<file path="src/rtl/spi_target_shifter_pkg.sv">
// Shared constants and helpers for the SPI target byte shifter.
// CRC16 is x^16+x^12+x^5+1, shifted MSB first, one bit per SCLK sample.
package spi_target_shifter_pkg;

   localparam logic [15:0] CRC16_POLY    = 16'h1021;
   localparam logic [7:0]  IDLE_BYTE_DEF = 8'hFF;

   // Controller-side speed encodings; the target only tolerates DIV6 and slower.
   typedef enum logic [1:0] {
      SPD_TURBO = 2'd0,
      SPD_DIV6  = 2'd1,
      SPD_DIV34 = 2'd2
   } spd_t;

   typedef enum logic {
      ST_IDLE   = 1'b0,
      ST_ACTIVE = 1'b1
   } state_t;

   // Number of clk cycles in one SCLK half period for a given speed.
   function automatic int spd_half_clks(input spd_t spd);
      case (spd)
         SPD_DIV6:  return 3;
         SPD_DIV34: return 17;
         default:   return 1;
      endcase
   endfunction

   function automatic logic [15:0] crc16_step(input logic [15:0] crc, input logic bit_in);
      logic fb;
      fb = bit_in ^ crc[15];
      return {crc[14:0], 1'b0} ^ (fb ? CRC16_POLY : 16'h0000);
   endfunction

endpackage

</file>
<file path="src/rtl/spi_target_shifter_if.sv">
// Byte-stream side of the SPI target: transmit holding-register handshake,
// received-byte strobe and underrun strobe.
interface spi_target_shifter_if;

   logic [7:0] tx_data;
   logic       tx_valid;
   logic       tx_ready;
   logic [7:0] rx_data;
   logic       rx_valid;
   logic       underrun;

   modport slave (
      input  tx_data,
      input  tx_valid,
      output tx_ready,
      output rx_data,
      output rx_valid,
      output underrun
   );

   modport master (
      output tx_data,
      output tx_valid,
      input  tx_ready,
      input  rx_data,
      input  rx_valid,
      input  underrun
   );

endinterface

</file>
<file path="src/rtl/spi_target_shifter_sync_edge.sv">
// Multi-flop synchronizer for an asynchronous SPI pin, with single-cycle
// rise/fall pulses taken from the synchronized level and one extra history flop.
module spi_sync_edge #(
   parameter int   STAGES  = 2,
   parameter logic RST_VAL = 1'b0
) (
   input  logic clk,
   input  logic rst,
   input  logic d,
   output logic q,
   output logic rise,
   output logic fall
);

   logic [STAGES-1:0] sync_q;
   logic              prev_q;

   always_ff @(posedge clk) begin
      if (rst) begin
         sync_q <= {STAGES{RST_VAL}};
         prev_q <= RST_VAL;
      end else begin
         sync_q <= {sync_q[STAGES-2:0], d};
         prev_q <= sync_q[STAGES-1];
      end
   end

   assign q    = sync_q[STAGES-1];
   assign rise = q & ~prev_q;
   assign fall = ~q & prev_q;

endmodule

</file>
<file path="src/rtl/spi_target_shifter.sv">
// SPI mode-0 target byte shifter, oversampled on clk: receives MOSI bytes,
// returns MISO bytes from a one-deep holding register, and runs a CRC16.
//
//   state     | meaning
//   ----------+--------------------------------------------------------
//   ST_IDLE   | cs_n high; SCLK edges ignored, MISO parked high, oe low
//   ST_ACTIVE | cs_n low; sample MOSI on SCLK rise, shift MISO on fall
module spi_target_shifter
   import spi_target_shifter_pkg::*;
#(
   parameter int         SYNC_STAGES = 2,
   parameter logic [7:0] IDLE_BYTE   = IDLE_BYTE_DEF
) (
   input  logic                       clk,
   input  logic                       rst,
   input  logic                       cs_n,
   input  logic                       sclk,
   input  logic                       mosi,
   output logic                       miso,
   output logic                       miso_oe,
   spi_target_shifter_if.slave        stream,
   output logic                       selected,
   input  logic                       crc_reset,
   input  logic                       crc_source,
   output logic [15:0]                crc_out
);

   logic sclk_rise, sclk_fall, sclk_lvl_unused;
   logic cs_rise, cs_fall, cs_lvl_unused;
   logic mosi_sync, mosi_rise_unused, mosi_fall_unused;

   spi_sync_edge #(.STAGES(SYNC_STAGES), .RST_VAL(1'b0)) u_sync_sclk (
      .clk  (clk),
      .rst  (rst),
      .d    (sclk),
      .q    (sclk_lvl_unused),
      .rise (sclk_rise),
      .fall (sclk_fall)
   );

   // cs_n resets to its deselected level so reset release is not seen as a select.
   spi_sync_edge #(.STAGES(SYNC_STAGES), .RST_VAL(1'b1)) u_sync_cs (
      .clk  (clk),
      .rst  (rst),
      .d    (cs_n),
      .q    (cs_lvl_unused),
      .rise (cs_rise),
      .fall (cs_fall)
   );

   spi_sync_edge #(.STAGES(SYNC_STAGES), .RST_VAL(1'b0)) u_sync_mosi (
      .clk  (clk),
      .rst  (rst),
      .d    (mosi),
      .q    (mosi_sync),
      .rise (mosi_rise_unused),
      .fall (mosi_fall_unused)
   );

   state_t      state_q, state_d;
   logic        do_select, do_load, do_sample, do_shift;
   logic [7:0]  tx_sr;
   logic [6:0]  rx_sr;
   logic [2:0]  bitcnt;
   logic        seen_rise;
   logic [7:0]  hold_data;
   logic        hold_full;
   logic        wr_accept;
   logic [7:0]  load_byte;
   logic [7:0]  rx_data_q;
   logic        rx_valid_q;
   logic        underrun_q;
   logic [15:0] crc;

   always_ff @(posedge clk) begin
      if (rst) state_q <= ST_IDLE;
      else     state_q <= state_d;
   end

   // A CS rise in the same cycle as an SCLK edge ends the frame; the edge is dropped.
   always_comb begin
      state_d   = state_q;
      do_select = 1'b0;
      do_load   = 1'b0;
      do_sample = 1'b0;
      do_shift  = 1'b0;
      case (state_q)
         ST_IDLE: begin
            if (cs_fall) begin
               state_d   = ST_ACTIVE;
               do_select = 1'b1;
               do_load   = 1'b1;
            end
         end
         ST_ACTIVE: begin
            if (cs_rise) begin
               state_d = ST_IDLE;
            end else if (sclk_rise) begin
               do_sample = 1'b1;
            end else if (sclk_fall && seen_rise) begin
               if (bitcnt == 3'd0) do_load  = 1'b1;
               else                do_shift = 1'b1;
            end
         end
         default: state_d = ST_IDLE;
      endcase
   end

   // Write wins over the load it coincides with: the load sees the old (empty) state.
   assign wr_accept = stream.tx_valid & ~hold_full;
   assign load_byte = hold_full ? hold_data : IDLE_BYTE;

   always_ff @(posedge clk) begin
      if (rst) begin
         hold_data <= 8'h00;
         hold_full <= 1'b0;
      end else if (wr_accept) begin
         hold_data <= stream.tx_data;
         hold_full <= 1'b1;
      end else if (do_load) begin
         hold_full <= 1'b0;
      end
   end

   always_ff @(posedge clk) begin
      if (rst) begin
         tx_sr      <= 8'h00;
         rx_sr      <= 7'h00;
         bitcnt     <= 3'd0;
         seen_rise  <= 1'b0;
         rx_data_q  <= 8'h00;
         rx_valid_q <= 1'b0;
         underrun_q <= 1'b0;
      end else begin
         rx_valid_q <= 1'b0;
         underrun_q <= 1'b0;
         if (do_load) begin
            tx_sr      <= load_byte;
            underrun_q <= ~hold_full;
         end else if (do_shift) begin
            tx_sr <= {tx_sr[6:0], 1'b0};
         end
         if (do_select) begin
            bitcnt    <= 3'd0;
            seen_rise <= 1'b0;
         end
         if (do_sample) begin
            rx_sr     <= {rx_sr[5:0], mosi_sync};
            bitcnt    <= bitcnt + 3'd1;
            seen_rise <= 1'b1;
            if (bitcnt == 3'd7) begin
               rx_data_q  <= {rx_sr, mosi_sync};
               rx_valid_q <= 1'b1;
            end
         end
      end
   end

   // The transmitted bit seen at a sample is the one currently driven on MISO.
   always_ff @(posedge clk) begin
      if (rst)            crc <= 16'h0000;
      else if (do_sample) crc <= crc16_step(crc, crc_source ? tx_sr[7] : mosi_sync);
      else if (crc_reset) crc <= 16'h0000;
   end

   assign selected        = (state_q == ST_ACTIVE);
   assign miso            = selected ? tx_sr[7] : 1'b1;
   assign miso_oe         = selected;
   assign crc_out         = crc;
   assign stream.tx_ready = ~hold_full;
   assign stream.rx_data  = rx_data_q;
   assign stream.rx_valid = rx_valid_q;
   assign stream.underrun = underrun_q;

endmodule

</file>
<file path="src/flat_wrapper.sv">
// flat-port wrapper written by rule: the top's interface ports become plain ports
module spi_target_shifter_flat import spi_target_shifter_pkg::*;
#(
   parameter int         SYNC_STAGES = 2,
   parameter logic [7:0] IDLE_BYTE   = IDLE_BYTE_DEF
)
  (clk, rst, cs_n, sclk, mosi, miso, miso_oe, selected, crc_reset, crc_source, crc_out, stream_tx_data, stream_tx_valid, stream_tx_ready, stream_rx_data, stream_rx_valid, stream_underrun);
  spi_target_shifter_if stream_i ();
  input  logic clk;
  input  logic rst;
  input  logic cs_n;
  input  logic sclk;
  input  logic mosi;
  output logic miso;
  output logic miso_oe;
  output logic selected;
  input  logic crc_reset;
  input  logic crc_source;
  output logic [15:0] crc_out;
  input wire logic [$bits(stream_i.tx_data)-1:0] stream_tx_data;
  input wire logic [$bits(stream_i.tx_valid)-1:0] stream_tx_valid;
  output wire logic [$bits(stream_i.tx_ready)-1:0] stream_tx_ready;
  output wire logic [$bits(stream_i.rx_data)-1:0] stream_rx_data;
  output wire logic [$bits(stream_i.rx_valid)-1:0] stream_rx_valid;
  output wire logic [$bits(stream_i.underrun)-1:0] stream_underrun;
  assign stream_i.tx_data = stream_tx_data;
  assign stream_i.tx_valid = stream_tx_valid;
  assign stream_tx_ready = stream_i.tx_ready;
  assign stream_rx_data = stream_i.rx_data;
  assign stream_rx_valid = stream_i.rx_valid;
  assign stream_underrun = stream_i.underrun;
  spi_target_shifter #(.SYNC_STAGES(SYNC_STAGES), .IDLE_BYTE(IDLE_BYTE)) u_core (.clk(clk), .rst(rst), .cs_n(cs_n), .sclk(sclk), .mosi(mosi), .miso(miso), .miso_oe(miso_oe), .stream(stream_i), .selected(selected), .crc_reset(crc_reset), .crc_source(crc_source), .crc_out(crc_out));
endmodule
</file>
<file path="config.mk">
export PLATFORM = sky130hd
export DESIGN_NAME = spi_target_shifter_flat
export DESIGN_NICKNAME = d
export VERILOG_FILES = /design/src/rtl/spi_target_shifter_pkg.sv /design/src/rtl/spi_target_shifter_if.sv /design/src/rtl/spi_target_shifter_sync_edge.sv /design/src/rtl/spi_target_shifter.sv /design/src/flat_wrapper.sv
export SDC_FILE = /design/constraint.sdc
export NUM_CORES = 1
export LEC_CHECK = 0
export ABC_AREA = 0
export ABC_CLOCK_PERIOD_IN_PS = 2200
export CORE_UTILIZATION = 30
export CTS_CLUSTER_SIZE = 12
export DETAILED_ROUTE_END_ITERATION = 10
export GPL_TIMING_DRIVEN = 0
export SYNTH_ARGS = -nofsm -noshare
export SYNTH_HDL_FRONTEND = slang
export SYNTH_HIERARCHICAL = 1
export SYNTH_SLANG_ARGS = --single-unit
</file>
<file path="constraint.sdc">
create_clock -name clk -period 2.2 [get_ports clk]
set_clock_uncertainty 0.15 [all_clocks]
set_input_delay 0.44 -clock clk [delete_from_list [all_inputs] [get_ports clk]]
set_output_delay 0.44 -clock clk [all_outputs]
set_load 0.01 [all_outputs]
</file>
==> flow_summary_export.csv, run 1 <==
group,metric,value,unit
status,outcome,"completed",
pwr,p_leak,1.18,nW
clocking,htree_num_levels,3,
timing,fin_crit,2.08,ns
final_layout,n_antenna_cell,0,
place,io_buffers,45,
global_routing,grtUsageMet1,0.155,
logic_synthesis,syn_inst,290,
clocking,path_clk_slew,0.07,ns
logic_synthesis,syn_nets,309,
route,drt-vias-per-instance,4.48,
setup_path,crit_chain,"clkinvlp_4 > clkdlybuf4s50_1",
die,io_pins,46,
global_routing,grt_first_pass_wirelength,9180,um
setup_path,slowest_delay,0.53,ns
route,vias,2039,
clocking,insertion_delay,0.34,ns
logic_synthesis,avgSynthCellArea,8.84,sq um
timing,rsz0062_at_grt,"false",
setup_path,required,1.61,ns
global_routing,grt_pass1_vias,1982,
route,wirelength,5310,um
setup_path,critPathMaxFanout,11,
setup_path,crit_path_end_kind,"output pin",
route,drt.antenna.violating_nets,0,
place,post-place-ws,-0.275,ns
pwr,power_density,697,nW/um^2
clocking,cts_tree,"yes",
final_layout,finalInstanceArea,3340,sq um
setup_path,worst_path_max_delay_cell,"clkdlybuf4s50_1",
die,die_h,94.4,um
timing,setup-tns-final,0,ns
pwr,combPwrFrac,0.066,
setup_path,rr_endpoint,"u_core/crc_out[14]",
timing,setup_slack,0.117,ns
setup_path,cp.arrival,1.49,ns
place,dpl.hpwl,3700,um
setup_path,rrSetupSlack,0.52,ns
setup_path,crit_end,"stream_tx_ready",
pwr,cell_internal_pwr,1.79,mW
global_routing,use_met3,0.0499,
route,drc,0,
timing,setup_viol_count_final,0,
final_layout,synthToLayoutAreaGrowth,30.5,%
route,dr.pass1.iters,4,
global_routing,overflow,0,
route,drtIter0Drc,69,
die,dieArea,8920,sq um
clocking,cts_root_buf,"clkbuf_8",
timing,whs,0.258,ns
clocking,numCtsBuffers,9,
logic_synthesis,synth_area,2560,sq um
die,rows,33,
place,place_area,3150,sq um
setup_path,start_kind,"register",
clocking,clock_path_buffers,2,
final_layout,finalNetCount,364,
final_layout,drive_gt1_frac,0.129,
pwr,swShare,0.231,
setup_path,crit_start,"u_core/hold_full",
final_layout,final_util,0.405,
setup_path,timing.rr.start,"u_core/u_sync_cs/sync_q[1]",
clocking,postCtsSetupRepairBufs,0,
timing,worst_pin_slew,0.579,ns
pwr,max-vdd-ir-drop,0.000384,V
clocking,cts_sinks,63,
hold_path,worstHoldPathCells,1,
hold_path,hold_path.class,"reg -> reg",
timing,slew_viol_final,0,
logic_synthesis,ys_warn_count,6,
die,core_area,8260,sq um
global_routing,antenna_found_initial,0,
pwr,switchingPower,0.539,mW
setup_path,reg2reg_depth,5,
global_routing,grt_use_total,0.136,
route,wire_per_inst,11.7,um
timing,hold_violations,0,
place,gp_routability_congestion,0.751,
flow_run,cap_violations,0,
die,start_util,0.310,
global_routing,grt_max_degree,12,
timing,timing.final.crit_share,0.947,
pwr,seqPwrFrac,0.507,
timing,clock.fmax,0.480,GHz
die,dieWidth,94.4,um
timing,max-slew-margin-rel,0.614,
global_routing,busiest_layer,"met2",
global_routing,grt_use_met2,0.225,
pwr,p_clk_frac,0.426,
clocking,cts_hold_buf,0,
setup_path,crit_type,"reg -> out",
[stage by stage]
step	total power [mW]	std cells
after floorplan	1.30	290
after global placement	1.36	440
after detailed placement	1.36	440
after CTS	2.37	455
after global routing	2.44	455
final	2.33	455
[placed cells by master (no fill, tap or decap), types with 4 or more instances in the layout]
master and instances:
buf_6 4, buf_2 4, nor2_1 13, nor2b_1 9, a21oi_1 45, o22ai_2 4, nand3b_1 15, dfxtp_1 63
mux2_2 7, clkbuf_8 10, nand2_1 78, clkbuf_1 5, clkdlybuf4s50_1 45
[worst max-delay path: cells and delay by family (launching register included)]
family / cells / cell delay (ns)
flip-flops: 1 / 0.40
buffers and inverters: 2 / 0.75
[per-layer routing]
layer	up-vias	wire, um
met4	0	102
met2	40	2500
met3	10	268
met1	920	2440
li1	1069	-
met5	-	0
[how the worst min path moves through the flow]
stage,from,end,slack [ns]
6_report,u_core/u_sync_cs/sync_q[0],u_core/u_sync_cs/sync_q[1],0.26
3_3_place_gp,u_core/u_sync_cs/sync_q[0],u_core/u_sync_cs/sync_q[1],0.25
4_1_cts,u_core/u_sync_cs/sync_q[0],u_core/u_sync_cs/sync_q[1],0.26
3_5_place_dp,u_core/u_sync_cs/sync_q[0],u_core/u_sync_cs/sync_q[1],0.24
2_1_floorplan,u_core/u_sync_cs/sync_q[0],u_core/u_sync_cs/sync_q[1],0.23
5_1_grt,u_core/u_sync_cs/sync_q[0],u_core/u_sync_cs/sync_q[1],0.29
[cell type report]
cell class | instances | area [sq um]
fillers | 863 | 4910
repair buffers | 45 | 450
flip-flops and latches | 63 | 1260
well taps | 105 | 131
clock buffers | 10 | 138
multi-input cells | 204 | 1170
clock inverters | 6 | 60.1
inverters | 3 | 15.0
plain buffers | 19 | 115
[state kept, by name (all words and copies together), names as in the netlist]
name,count
u_core/stream.rx_valid,1
u_core/u_sync_sclk/sync_q,2
u_core/hold_data,8
u_core/u_sync_sclk/prev_q,1
u_core/u_sync_cs/prev_q,1
u_core/u_sync_mosi/sync_q,2
u_core/stream.rx_data,8
u_core/miso_oe,1
u_core/hold_full,1
u_core/rx_sr,7
u_core/crc_out,16
u_core/bitcnt,3
u_core/stream.underrun,1
u_core/tx_sr,8
u_core/u_sync_cs/sync_q,2
u_core/seen_rise,1
[power by group through the flow]
stage	Combinational, mW	Clock (mW)	Sequential, mW
2_1_floorplan	0.0946	0	1.20
3_3_place_gp	0.155	0	1.21
3_5_place_dp	0.156	0	1.21
4_1_cts	0.156	1.04	1.18
5_1_grt	0.173	1.08	1.18
6_report	0.155	0.994	1.18
[timing repair]
action                                  CTS  global route
endpoints found under the setup margin    1             4
resized for setup                         0             3
gates cloned                              0             0
No activity file was read; power rests on OpenSTA's default activity.
==> run 2, diff against run 1 <==
--- a/config.mk
+++ b/config.mk
@@ -11,6 +11,7 @@
 export CTS_CLUSTER_SIZE = 12
 export DETAILED_ROUTE_END_ITERATION = 10
 export GPL_TIMING_DRIVEN = 0
+export PLACE_DENSITY = 0.49
 export SYNTH_ARGS = -nofsm -noshare
 export SYNTH_HDL_FRONTEND = slang
 export SYNTH_HIERARCHICAL = 1
==> flow_summary_export.csv, run 2 (same netlist as run 1, synthesis figures left out) <==
group,metric,value,unit
global_routing,grt_first_pass_wirelength,9430,um
final_layout,nFillCells,878,
route,drc,0,
route,drtIter0Drc,46,
global_routing,grt_use_total,0.141,
final_layout,final_cell_mix,"78 x nand2_1, 63 x dfxtp_1, 45 x clkdlybuf4s50_1, 45 x a21oi_1, 15 x nand3b_1",
setup_path,critPathMaxFanout,7,
clocking,cts_root_buf,"clkbuf_8",
setup_path,worst_path_max_delay_cell,"clkdlybuf4s50_1",
setup_path,required,1.61,ns
final_layout,largest_reg_flops,16,
pwr,p_clk_frac,0.427,
timing,setup_viol_count_final,0,
clocking,insertion_delay,0.34,ns
setup_path,reg2reg_depth,5,
setup_path,crit_chain,"buf_4 > clkdlybuf4s50_1",
pwr,p_leak,1.19,nW
timing,max-slew-margin-rel,0.657,
timing,clock.fmax,0.483,GHz
place,io_buffers,45,
timing,fin_crit,2.07,ns
route,dr.pass1.iters,6,
pwr,seqPwrFrac,0.506,
die,dieWidth,94.4,um
die,start_util,0.310,
place,dpl.hpwl,3880,um
setup_path,start_kind,"register",
timing,setup-tns-final,0,ns
clocking,cts_sinks,63,
final_layout,layout_commonest_cell,"nand2_1",
clocking,numCtsBuffers,9,
status,outcome,"completed",
timing,worst_pin_slew,0.514,ns
clocking,path_clk_slew,0.07,ns
place,place_area,3150,sq um
clocking,cts_tree,"yes",
pwr,power_density,698,nW/um^2
route,drt.antenna.violating_nets,0,
die,io_pins,46,
hold_path,hold_path.class,"reg -> reg",
setup_path,crit_path_end_kind,"output pin",
pwr,swShare,0.232,
global_routing,overflow,0,
timing,rsz0062_at_grt,"false",
die,core_area,8260,sq um
die,die_h,94.4,um
clocking,clock_path_buffers,2,
final_layout,n_antenna_cell,0,
route,drt-vias-per-instance,4.46,
pwr,switchingPower,0.541,mW
global_routing,grt_pass1_vias,1964,
pwr,max-vdd-ir-drop,0.000362,V
clocking,htree_num_levels,3,
final_layout,finalNetCount,364,
setup_path,slowest_delay,0.52,ns
route,wirelength,5480,um
pwr,combPwrFrac,0.067,
final_layout,final_util,0.405,
final_layout,drive_gt1_frac,0.134,
final_layout,multiInputGateArea,1170,sq um
die,dieArea,8920,sq um
global_routing,antenna_found_initial,0,
route,wire_per_inst,12.0,um
setup_path,crit_type,"reg -> out",
timing,slew_viol_final,0,
die,rows,33,
place,gp_routability_congestion,0.701,
global_routing,grt_max_degree,12,
final_layout,synthToLayoutAreaGrowth,30.4,%
flow_run,cap_violations,0,
clocking,postCtsSetupRepairBufs,0,
pwr,finalPower,2.33,mW
hold_path,worstHoldPathCells,1,
setup_path,rrSetupSlack,0.46,ns
timing,hold_violations,0,
pwr,cell_internal_pwr,1.79,mW
route,vias,2028,
final_layout,finalInstanceArea,3340,sq um
final_layout,seq_area,1260,sq um
setup_path,cp.arrival,1.48,ns
timing,timing.final.crit_share,0.941,
[run 2: cell types whose count changed in the layout (fill, tap and decap cells not counted), sizes merged]
| cell | before | now |
|---|---|---|
| buf | 13 | 11 |
| clkbuf | 16 | 18 |
| clkinvlp | 3 | 2 |
| inv | 2 | 3 |
[run 2: critical path, delay by kind of cell (launching register included)]
family                 cells  cell delay (ns)
DFF                        1             0.47
buffers and inverters      2             0.68
[run 2: final timing paths]
kind | from | to
max | u_core/miso_oe | selected
min | u_core/u_sync_cs/sync_q[0] | u_core/u_sync_cs/sync_q[1]
min reg2reg | u_core/u_sync_cs/sync_q[0] | u_core/u_sync_cs/sync_q[1]
max reg2reg | u_core/u_sync_cs/sync_q[1] | u_core/crc_out[15]
[run 2: timing repair]
action                                  in CTS  in global routing
endpoints found under the setup margin       1                 19
gates cloned                                 0                  0
resized for setup                            0                  5
hold buffers                                 0                  0
pin swaps                                    0                  0
[run 2: power groups by stage]
stage	registers, mW	logic [mW]	clock network [mW]
finish	1.18	0.155	0.996
global placement	1.21	0.158	0
global route	1.18	0.174	1.09
CTS	1.18	0.158	1.04
detailed placement	1.21	0.158	0
floorplan	1.20	0.0946	0
[run 2: layer usage]
layer	track usage	vias to the layer above	wire length, um
li1	-	1072	-
met1	0.159	917	2550
met2	0.236	37	2650
met3	0.0548	2	252
met4	0.0577	0	31
met5	0	-	0
[run 2: area by class of cell]
type	count	share of cell area
multi-input combinational	204	0.351
clock buffer	10	0.0412
sequential	63	0.377
clock inverter	6	0.0180
buffer	19	0.0352
inverter	3	0.00337
timing repair buffer	45	0.135
tap	105	0.0393
[run 2: through the flow]
step / hold slack (ns) / cells / setup WS (ns)
3_5_place_dp: 0.244 / 440 / -0.298
6_report: 0.257 / 455 / 0.130
4_1_cts: 0.261 / 455 / 0.0631
5_1_grt: 0.278 / 455 / 0.0293
2_1_floorplan: 0.233 / 290 / 0.684
3_3_place_gp: 0.236 / 440 / -0.295
